[src/rtl/muldiv_ctrl_pkg.sv]
// Shared definitions for the HI/LO multiply/divide controller: op and FSM
// encodings, GPR bus width, and small arithmetic helpers.
package muldiv_ctrl_pkg;

  localparam int unsigned GPR_W = 32;

  typedef enum logic [2:0] {
    OP_MULT  = 3'd0,
    OP_MULTU = 3'd1,
    OP_DIV   = 3'd2,
    OP_DIVU  = 3'd3,
    OP_MADD  = 3'd4,
    OP_MADDU = 3'd5,
    OP_MSUB  = 3'd6,
    OP_MSUBU = 3'd7
  } op_e;

  typedef enum logic [1:0] {
    ST_IDLE = 2'd0,
    ST_MUL  = 2'd1,
    ST_DIV  = 2'd2,
    ST_DONE = 2'd3
  } state_e;

  // Two's-complement negate when en is set.
  function automatic logic [GPR_W-1:0] neg_if(input logic [GPR_W-1:0] v, input logic en);
    return en ? (~v + GPR_W'(1)) : v;
  endfunction

  // Full-width product; operands sign-extended when sgn is set, result kept modulo 2^64.
  function automatic logic [2*GPR_W-1:0] mul_wide(input logic [GPR_W-1:0] a,
                                                  input logic [GPR_W-1:0] b,
                                                  input logic             sgn);
    logic [2*GPR_W-1:0] ea;
    logic [2*GPR_W-1:0] eb;
    ea = {{GPR_W{sgn & a[GPR_W-1]}}, a};
    eb = {{GPR_W{sgn & b[GPR_W-1]}}, b};
    return ea * eb;
  endfunction

endpackage

[src/rtl/muldiv_ctrl_div_iter.sv]
// Radix-2 restoring divider on unsigned magnitudes: one quotient bit per cycle,
// GPR_W iterations; done_o fires combinationally during the final iteration.
module div_iter
  import muldiv_ctrl_pkg::*;
(
  input  logic             clk,
  input  logic             rst,
  input  logic             start_i,
  input  logic             abort_i,
  input  logic [GPR_W-1:0] dividend_i,
  input  logic [GPR_W-1:0] divisor_i,
  output logic             done_o,
  output logic [GPR_W-1:0] quot_o,
  output logic [GPR_W-1:0] rem_o
);

  localparam int unsigned CNT_W = $clog2(GPR_W);
  localparam logic [CNT_W-1:0] CNT_LAST = CNT_W'(GPR_W - 1);

  logic             busy_q;
  logic [CNT_W-1:0] cnt_q;
  logic [GPR_W-1:0] quot_q;
  logic [GPR_W-1:0] rem_q;
  logic [GPR_W-1:0] dvs_q;

  logic [GPR_W:0]   trial_s;
  logic [GPR_W-1:0] quot_nx_s;
  logic [GPR_W-1:0] rem_nx_s;

  // Shift the next dividend bit into the partial remainder and try the subtract.
  assign trial_s = {rem_q, quot_q[GPR_W-1]} - {1'b0, dvs_q};

  always_comb begin
    quot_nx_s = {quot_q[GPR_W-2:0], 1'b0};
    rem_nx_s  = {rem_q[GPR_W-2:0], quot_q[GPR_W-1]};
    if (!trial_s[GPR_W]) begin
      quot_nx_s = {quot_q[GPR_W-2:0], 1'b1};
      rem_nx_s  = trial_s[GPR_W-1:0];
    end else begin
      quot_nx_s = {quot_q[GPR_W-2:0], 1'b0};
    end
  end

  assign done_o = busy_q && (cnt_q == CNT_LAST);
  assign quot_o = quot_nx_s;
  assign rem_o  = rem_nx_s;

  always_ff @(posedge clk) begin
    if (rst) begin
      busy_q <= 1'b0;
      cnt_q  <= {CNT_W{1'b0}};
      quot_q <= {GPR_W{1'b0}};
      rem_q  <= {GPR_W{1'b0}};
      dvs_q  <= {GPR_W{1'b0}};
    end else if (abort_i) begin
      busy_q <= 1'b0;
      cnt_q  <= {CNT_W{1'b0}};
    end else if (start_i) begin
      busy_q <= 1'b1;
      cnt_q  <= {CNT_W{1'b0}};
      quot_q <= dividend_i;
      rem_q  <= {GPR_W{1'b0}};
      dvs_q  <= divisor_i;
    end else if (busy_q) begin
      quot_q <= quot_nx_s;
      rem_q  <= rem_nx_s;
      cnt_q  <= cnt_q + CNT_W'(1);
      busy_q <= (cnt_q != CNT_LAST);
    end
  end

endmodule

[src/rtl/muldiv_ctrl.sv]
// EX-stage multiply/divide controller driving the HI/LO write port.
// Define MULDIV_ACCUM_EN to enable MADD/MADDU/MSUB/MSUBU accumulation.
module muldiv_ctrl
  import muldiv_ctrl_pkg::*;
#(
  parameter int unsigned MUL_LAT = 2
) (
  input  logic             clk,
  input  logic             rst,
  input  logic             start_i,
  input  logic [2:0]       op_i,
  input  logic [GPR_W-1:0] src_a_i,
  input  logic [GPR_W-1:0] src_b_i,
  input  logic [GPR_W-1:0] hi_i,
  input  logic [GPR_W-1:0] lo_i,
  input  logic             flush_i,
  output logic             stall_o,
  output logic             hi_we_o,
  output logic             lo_we_o,
  output logic [GPR_W-1:0] hi_wdata_o,
  output logic [GPR_W-1:0] lo_wdata_o
);

  localparam int unsigned CNT_W = 2;
  localparam logic [CNT_W-1:0] CNT_LOAD = CNT_W'(MUL_LAT - 32'd1);

  state_e             state_q, state_d;
  logic [CNT_W-1:0]   cnt_q, cnt_d;
  logic [2*GPR_W-1:0] wdata_q, wdata_d;
  logic [GPR_W-1:0]   a_q, b_q;
  logic               sgn_q, q_neg_q, r_neg_q;

  logic               in_idle_s, accept_s, is_div_s, div_zero_s, div_start_s;
  logic               op_sgn_s;
  logic [GPR_W-1:0]   mul_a_s, mul_b_s;
  logic               mul_sgn_s;
  logic [2*GPR_W-1:0] prod_s, mul_res_s;
  logic [GPR_W-1:0]   div_a_mag_s, div_b_mag_s;
  logic               div_done_s;
  logic [GPR_W-1:0]   div_quot_s, div_rem_s, quot_fix_s, rem_fix_s;

  assign in_idle_s   = (state_q == ST_IDLE);
  assign accept_s    = in_idle_s && start_i && !flush_i;
  assign is_div_s    = (op_i == OP_DIV) || (op_i == OP_DIVU);
  assign div_zero_s  = (src_b_i == {GPR_W{1'b0}});
  assign div_start_s = accept_s && is_div_s && !div_zero_s;
  assign op_sgn_s    = ~op_i[0];

  // Live operands feed the multiplier in IDLE so MUL_LAT=1 can finish straight from accept.
  assign mul_a_s   = in_idle_s ? src_a_i : a_q;
  assign mul_b_s   = in_idle_s ? src_b_i : b_q;
  assign mul_sgn_s = in_idle_s ? op_sgn_s : sgn_q;
  assign prod_s    = mul_wide(mul_a_s, mul_b_s, mul_sgn_s);

`ifdef MULDIV_ACCUM_EN
  logic [2*GPR_W-1:0] acc_q, acc_base_s;
  logic               acc_en_q, acc_sub_q, acc_en_s, acc_sub_s;

  assign acc_base_s = in_idle_s ? {hi_i, lo_i} : acc_q;
  assign acc_en_s   = in_idle_s ? op_i[2] : acc_en_q;
  assign acc_sub_s  = in_idle_s ? op_i[1] : acc_sub_q;
  assign mul_res_s  = !acc_en_s ? prod_s :
                      (acc_sub_s ? (acc_base_s - prod_s) : (acc_base_s + prod_s));

  always_ff @(posedge clk) begin
    if (rst) begin
      acc_q     <= {(2*GPR_W){1'b0}};
      acc_en_q  <= 1'b0;
      acc_sub_q <= 1'b0;
    end else if (accept_s) begin
      acc_q     <= {hi_i, lo_i};
      acc_en_q  <= op_i[2];
      acc_sub_q <= op_i[1];
    end
  end
`else
  logic unused_acc_s;
  assign unused_acc_s = ^{hi_i, lo_i};
  assign mul_res_s    = prod_s;
`endif

  assign div_a_mag_s = neg_if(src_a_i, op_sgn_s & src_a_i[GPR_W-1]);
  assign div_b_mag_s = neg_if(src_b_i, op_sgn_s & src_b_i[GPR_W-1]);

  div_iter u_div_iter (
    .clk        (clk),
    .rst        (rst),
    .start_i    (div_start_s),
    .abort_i    (flush_i),
    .dividend_i (div_a_mag_s),
    .divisor_i  (div_b_mag_s),
    .done_o     (div_done_s),
    .quot_o     (div_quot_s),
    .rem_o      (div_rem_s)
  );

  // Quotient sign follows the operand sign mismatch, remainder follows the dividend.
  assign quot_fix_s = neg_if(div_quot_s, q_neg_q);
  assign rem_fix_s  = neg_if(div_rem_s, r_neg_q);

  always_ff @(posedge clk) begin
    if (rst) begin
      a_q     <= {GPR_W{1'b0}};
      b_q     <= {GPR_W{1'b0}};
      sgn_q   <= 1'b0;
      q_neg_q <= 1'b0;
      r_neg_q <= 1'b0;
    end else if (accept_s) begin
      a_q     <= src_a_i;
      b_q     <= src_b_i;
      sgn_q   <= op_sgn_s;
      q_neg_q <= op_sgn_s & (src_a_i[GPR_W-1] ^ src_b_i[GPR_W-1]);
      r_neg_q <= op_sgn_s & src_a_i[GPR_W-1];
    end
  end

  always_comb begin
    state_d = state_q;
    cnt_d   = cnt_q;
    wdata_d = wdata_q;
    if (flush_i) begin
      state_d = ST_IDLE;
      cnt_d   = {CNT_W{1'b0}};
    end else begin
      case (state_q)
        ST_IDLE: begin
          if (!accept_s) begin
            state_d = ST_IDLE;
          end else if (is_div_s && div_zero_s) begin
            state_d = ST_DONE;
            wdata_d = {src_a_i, {GPR_W{1'b1}}};
          end else if (is_div_s) begin
            state_d = ST_DIV;
          end else if (MUL_LAT == 32'd1) begin
            state_d = ST_DONE;
            wdata_d = mul_res_s;
          end else begin
            state_d = ST_MUL;
            cnt_d   = CNT_LOAD;
          end
        end
        ST_MUL: begin
          if (cnt_q <= 2'd1) begin
            state_d = ST_DONE;
            cnt_d   = {CNT_W{1'b0}};
            wdata_d = mul_res_s;
          end else begin
            cnt_d = cnt_q - 2'd1;
          end
        end
        ST_DIV: begin
          if (div_done_s) begin
            state_d = ST_DONE;
            wdata_d = {rem_fix_s, quot_fix_s};
          end else begin
            state_d = ST_DIV;
          end
        end
        ST_DONE: state_d = ST_IDLE;
        default: state_d = ST_IDLE;
      endcase
    end
  end

  always_ff @(posedge clk) begin
    if (rst) begin
      state_q <= ST_IDLE;
      cnt_q   <= {CNT_W{1'b0}};
      wdata_q <= {(2*GPR_W){1'b0}};
    end else begin
      state_q <= state_d;
      cnt_q   <= cnt_d;
      wdata_q <= wdata_d;
    end
  end

  // Stall covers the accept cycle itself, so it cannot be a registered output.
  assign stall_o    = !rst && (accept_s || (state_q == ST_MUL) || (state_q == ST_DIV));
  assign hi_we_o    = !rst && !flush_i && (state_q == ST_DONE);
  assign lo_we_o    = !rst && !flush_i && (state_q == ST_DONE);
  assign hi_wdata_o = wdata_q[2*GPR_W-1:GPR_W];
  assign lo_wdata_o = wdata_q[GPR_W-1:0];

endmodule

[config.mk]
export PLATFORM = sky130hd
export DESIGN_NAME = muldiv_ctrl
export DESIGN_NICKNAME = d
export VERILOG_FILES = /design/src/rtl/muldiv_ctrl_pkg.sv /design/src/rtl/muldiv_ctrl_div_iter.sv /design/src/rtl/muldiv_ctrl.sv
export SDC_FILE = /design/constraint.sdc
export NUM_CORES = 2
export LEC_CHECK = 0
export CELL_PAD_IN_SITES_DETAIL_PLACEMENT = 0
export CELL_PAD_IN_SITES_GLOBAL_PLACEMENT = 1
export CORE_ASPECT_RATIO = 2
export CORE_MARGIN = 1
export CORE_UTILIZATION = 50
export CTS_CLUSTER_DIAMETER = 50
export DETAILED_ROUTE_END_ITERATION = 8
export PLACE_DENSITY = 0.85
export SLEW_MARGIN = 20
export SYNTH_ARGS = -nofsm -noshare
export SYNTH_HDL_FRONTEND = slang
export SYNTH_HIERARCHICAL = 1
export SYNTH_SLANG_ARGS = --single-unit
[constraint.sdc]
create_clock -name clk -period 11.7 [get_ports clk]
set_input_delay 1.755 -clock clk [delete_from_list [all_inputs] [get_ports clk]]
set_output_delay 1.755 -clock clk [all_outputs]
set_load 0.05 [all_outputs]
==> flow_summary.ini <==
[finish]
fin_area_um2 = 57290
final_cell_mix = inv_1 (1190), fa_1 (1126), nand2_1 (1029)
ff_latch_area_um2 = 4745
drive_gt1_frac = 0.06825
multi_input_area_um2 = 42350
fillers = 9687
layout_commonest_cell = inv_1
post-route-util = 0.5462
area_delta_synth_final_pct = 7.950
nets = 7710

[timing]
min_period_ns = 10.92
slew_violations = 0
clock_skew_ns = 0.02959
finalSetupTns_ns = 0
setup_viol = 0
max_slew_margin = 0.2221
rsz0062_at_grt = false
final-hold-violation-count = 0
worst_pin_slew_ns = 1.164
final.period_utilization = 0.9336
max_freq_ghz = 0.09155

[status]
status = complete, no violations

[critical_path]
endpoint_kind = flop
cp_data_required_time_ns = 12.16
crit_family = adder cells
crit_fanout = 11
regToRegSetupSlack_ns = 1.28
cpMostUsedCell = fa_1
startpoint = op_i[0]
reg2reg_depth = 29
startpoint_type = input pin
worst_path_max_delay_cell = fa_1
critical_path.max_stage_delay_ns = 0.78
cp.arrival_ns = 11.38
r2r-end = wdata_q[55]
endpoint = wdata_q[55]
crit_type = input pin to flop
cp_num_cells = 28
crit_buf_inv = 9
reg2reg_from = state_q[0]

[global_routing]
antenna_found_initial = 8
grtUsageMet1 = 0.3944
grt_pass1_vias = 47983
grt_use_met3 = 0.05930
grt_max_degree = 100
globalRouteOverflowTotal = 0
grt_pass1_wl_um = 300500
use_met2 = 0.6707
grt_usage = 0.3891
busiest_layer = met2

[synth]
syn-cell-area_um2 = 53070
syn_inst = 6182
synth_cell_types = 97
synth_top_flop_cell = dfxtp_1
synth_edf_count = 0
seq_area_frac_synth = 0.08941
ys_async_sr_fraction = 0
synth_seq_cells = 237
avgSynthCellArea_um2 = 8.584
synthesis.nets = 7697
ys_warn_count = 6

[routing]
viasPerCell = 5.940
routedWlPerCell_um = 27.14
drt_first_pass_iters = 6
drt_wl_total_um = 205700
drtIter0Drc = 3700
ant_nets = 0
vias = 45018
drc = 0

[clock_network]
postCtsSetupBuffers = 0
path_clk_slew_ns = 0.07
cts_tree = done
insertion_delay_ns = 0.59
cts.repair.resized = 0
htree_levels = 1
cts_hold_buffers = 0
clockBufferDepth = 3
cts-root-buf = clkbuf_16
cts.sinks = 237
numCtsBuffers = 23

[floorplan]
initial_core_util = 0.5059
die_w_um = 232.4
fp.dieH_um = 462.7
core_um2 = 104900
io_pins = 202
rows = 168
dieArea_um2 = 107500

[hold_path]
min_path_type = flop to flop

[job]
cap_violations = 0

[placed_design]
placed_cell_area_um2 = 56440
port_buffers = 137
dpl.hpwl_um = 166700
gp_congestion = 1.062
## cells by family after synthesis
family,after synthesis,synth area share
buf+inv,1569,0.1149
fa+ha+maj,1380,0.4847
xor+xnor,217,0.03596
mux,189,0.03973
simple gates,1846,0.1434
flops,237,0.08941
compound gates,744,0.09188
## through the flow
step	hold WS, ns	std cells	worst slack (ns)
2_1_floorplan	0.4253	6182	1.821
3_3_place_gp	0.4381	7530	0.5425
3_5_place_dp	0.4429	7530	0.3984
4_1_cts	0.4527	7572	0.9937
5_1_grt	0.4734	7573	0.4013
6_report	0.4521	7579	0.7768
## cell type report
| class | instances | share of cell area |
|---|---|---|
| repair buffers | 365 | 0.05537 |
| multi-input cells | 4376 | 0.7392 |
| inverters | 1192 | 0.07810 |
| flip-flops and latches | 237 | 0.08282 |
| well taps | 1360 | 0.02970 |
| clock buffers | 28 | 0.01125 |
| diodes | 7 | 0.0003058 |
| clock inverters | 14 | 0.003254 |
## flip-flops by register name, summed over array words and instances, names as in the netlist, 2 cells and up
name               cells
wdata_q               64
a_q                   32
b_q                   32
u_div_iter/dvs_q      32
u_div_iter/quot_q     32
u_div_iter/rem_q      32
u_div_iter/cnt_q       5
cnt_q                  2
state_q                2
## worst min-delay path by stage
stage               slack (ns)   startpoint  cells after the start     endpoint
finish                    0.45  wdata_q[38]                      2  wdata_q[38]
global route              0.47     cnt_q[1]                      2     cnt_q[1]
CTS                       0.45  wdata_q[38]                      2  wdata_q[38]
detailed placement        0.44  wdata_q[38]                      2  wdata_q[38]
global placement          0.44  wdata_q[38]                      2  wdata_q[38]
floorplan                 0.43     cnt_q[1]                      2     cnt_q[1]
## layer usage
layer,vias up,routed length (µm)
met5,-,25
met4,4,24670
met3,919,15350
met2,2353,102000
met1,22808,63570
li1,18934,-
## synthesized netlist by cell type (6+ instances only)
master / count / area [µm²]
a22o_1: 29 / 254.0
buf_2: 12 / 60.06
a221oi_1: 30 / 262.8
o2111ai_1: 7 / 61.31
o41ai_1: 18 / 157.7
o21bai_1: 18 / 135.1
o31ai_1: 21 / 157.7
nand3b_1: 7 / 52.55
a211oi_1: 50 / 375.4
nand3_1: 30 / 150.1
or3_1: 17 / 106.4
nor2_1: 544 / 2042
a21oi_1: 257 / 1286
nand2b_1: 17 / 106.4
xnor2_1: 148 / 1296
or2_2: 6 / 37.54
fa_1: 1126 / 22540
mux2i_1: 96 / 960.9
o21a_1: 19 / 142.6
a311oi_1: 6 / 52.55
xor2_1: 68 / 595.6
o211ai_1: 14 / 105.1
nor2b_1: 15 / 93.84
a21o_1: 28 / 210.2
mux2_4: 26 / 390.4
and2_1: 25 / 156.4
nor4_1: 20 / 125.1
nor3_1: 49 / 245.2
o21ai_0: 144 / 720.7
clkbuf_1: 297 / 1115
and3_1: 19 / 118.9
mux2_2: 66 / 743.2
buf_4: 34 / 255.2
nand4_1: 25 / 156.4
inv_1: 1190 / 4467
buf_1: 25 / 93.84
a31oi_1: 22 / 137.6
ha_1: 254 / 3178
or4_1: 14 / 105.1
dfxtp_1: 237 / 4745
nand2_1: 1029 / 3862
## worst min-delay path: stages (launching register included)
cell and delay (ns):
dfxtp_1 0.31, nand2_1 0.05, a21oi_1 0.05
Power is left out: the tool's default activity adds up to more than one toggle a clock period on the data nets, which glitch-free logic cannot reach.
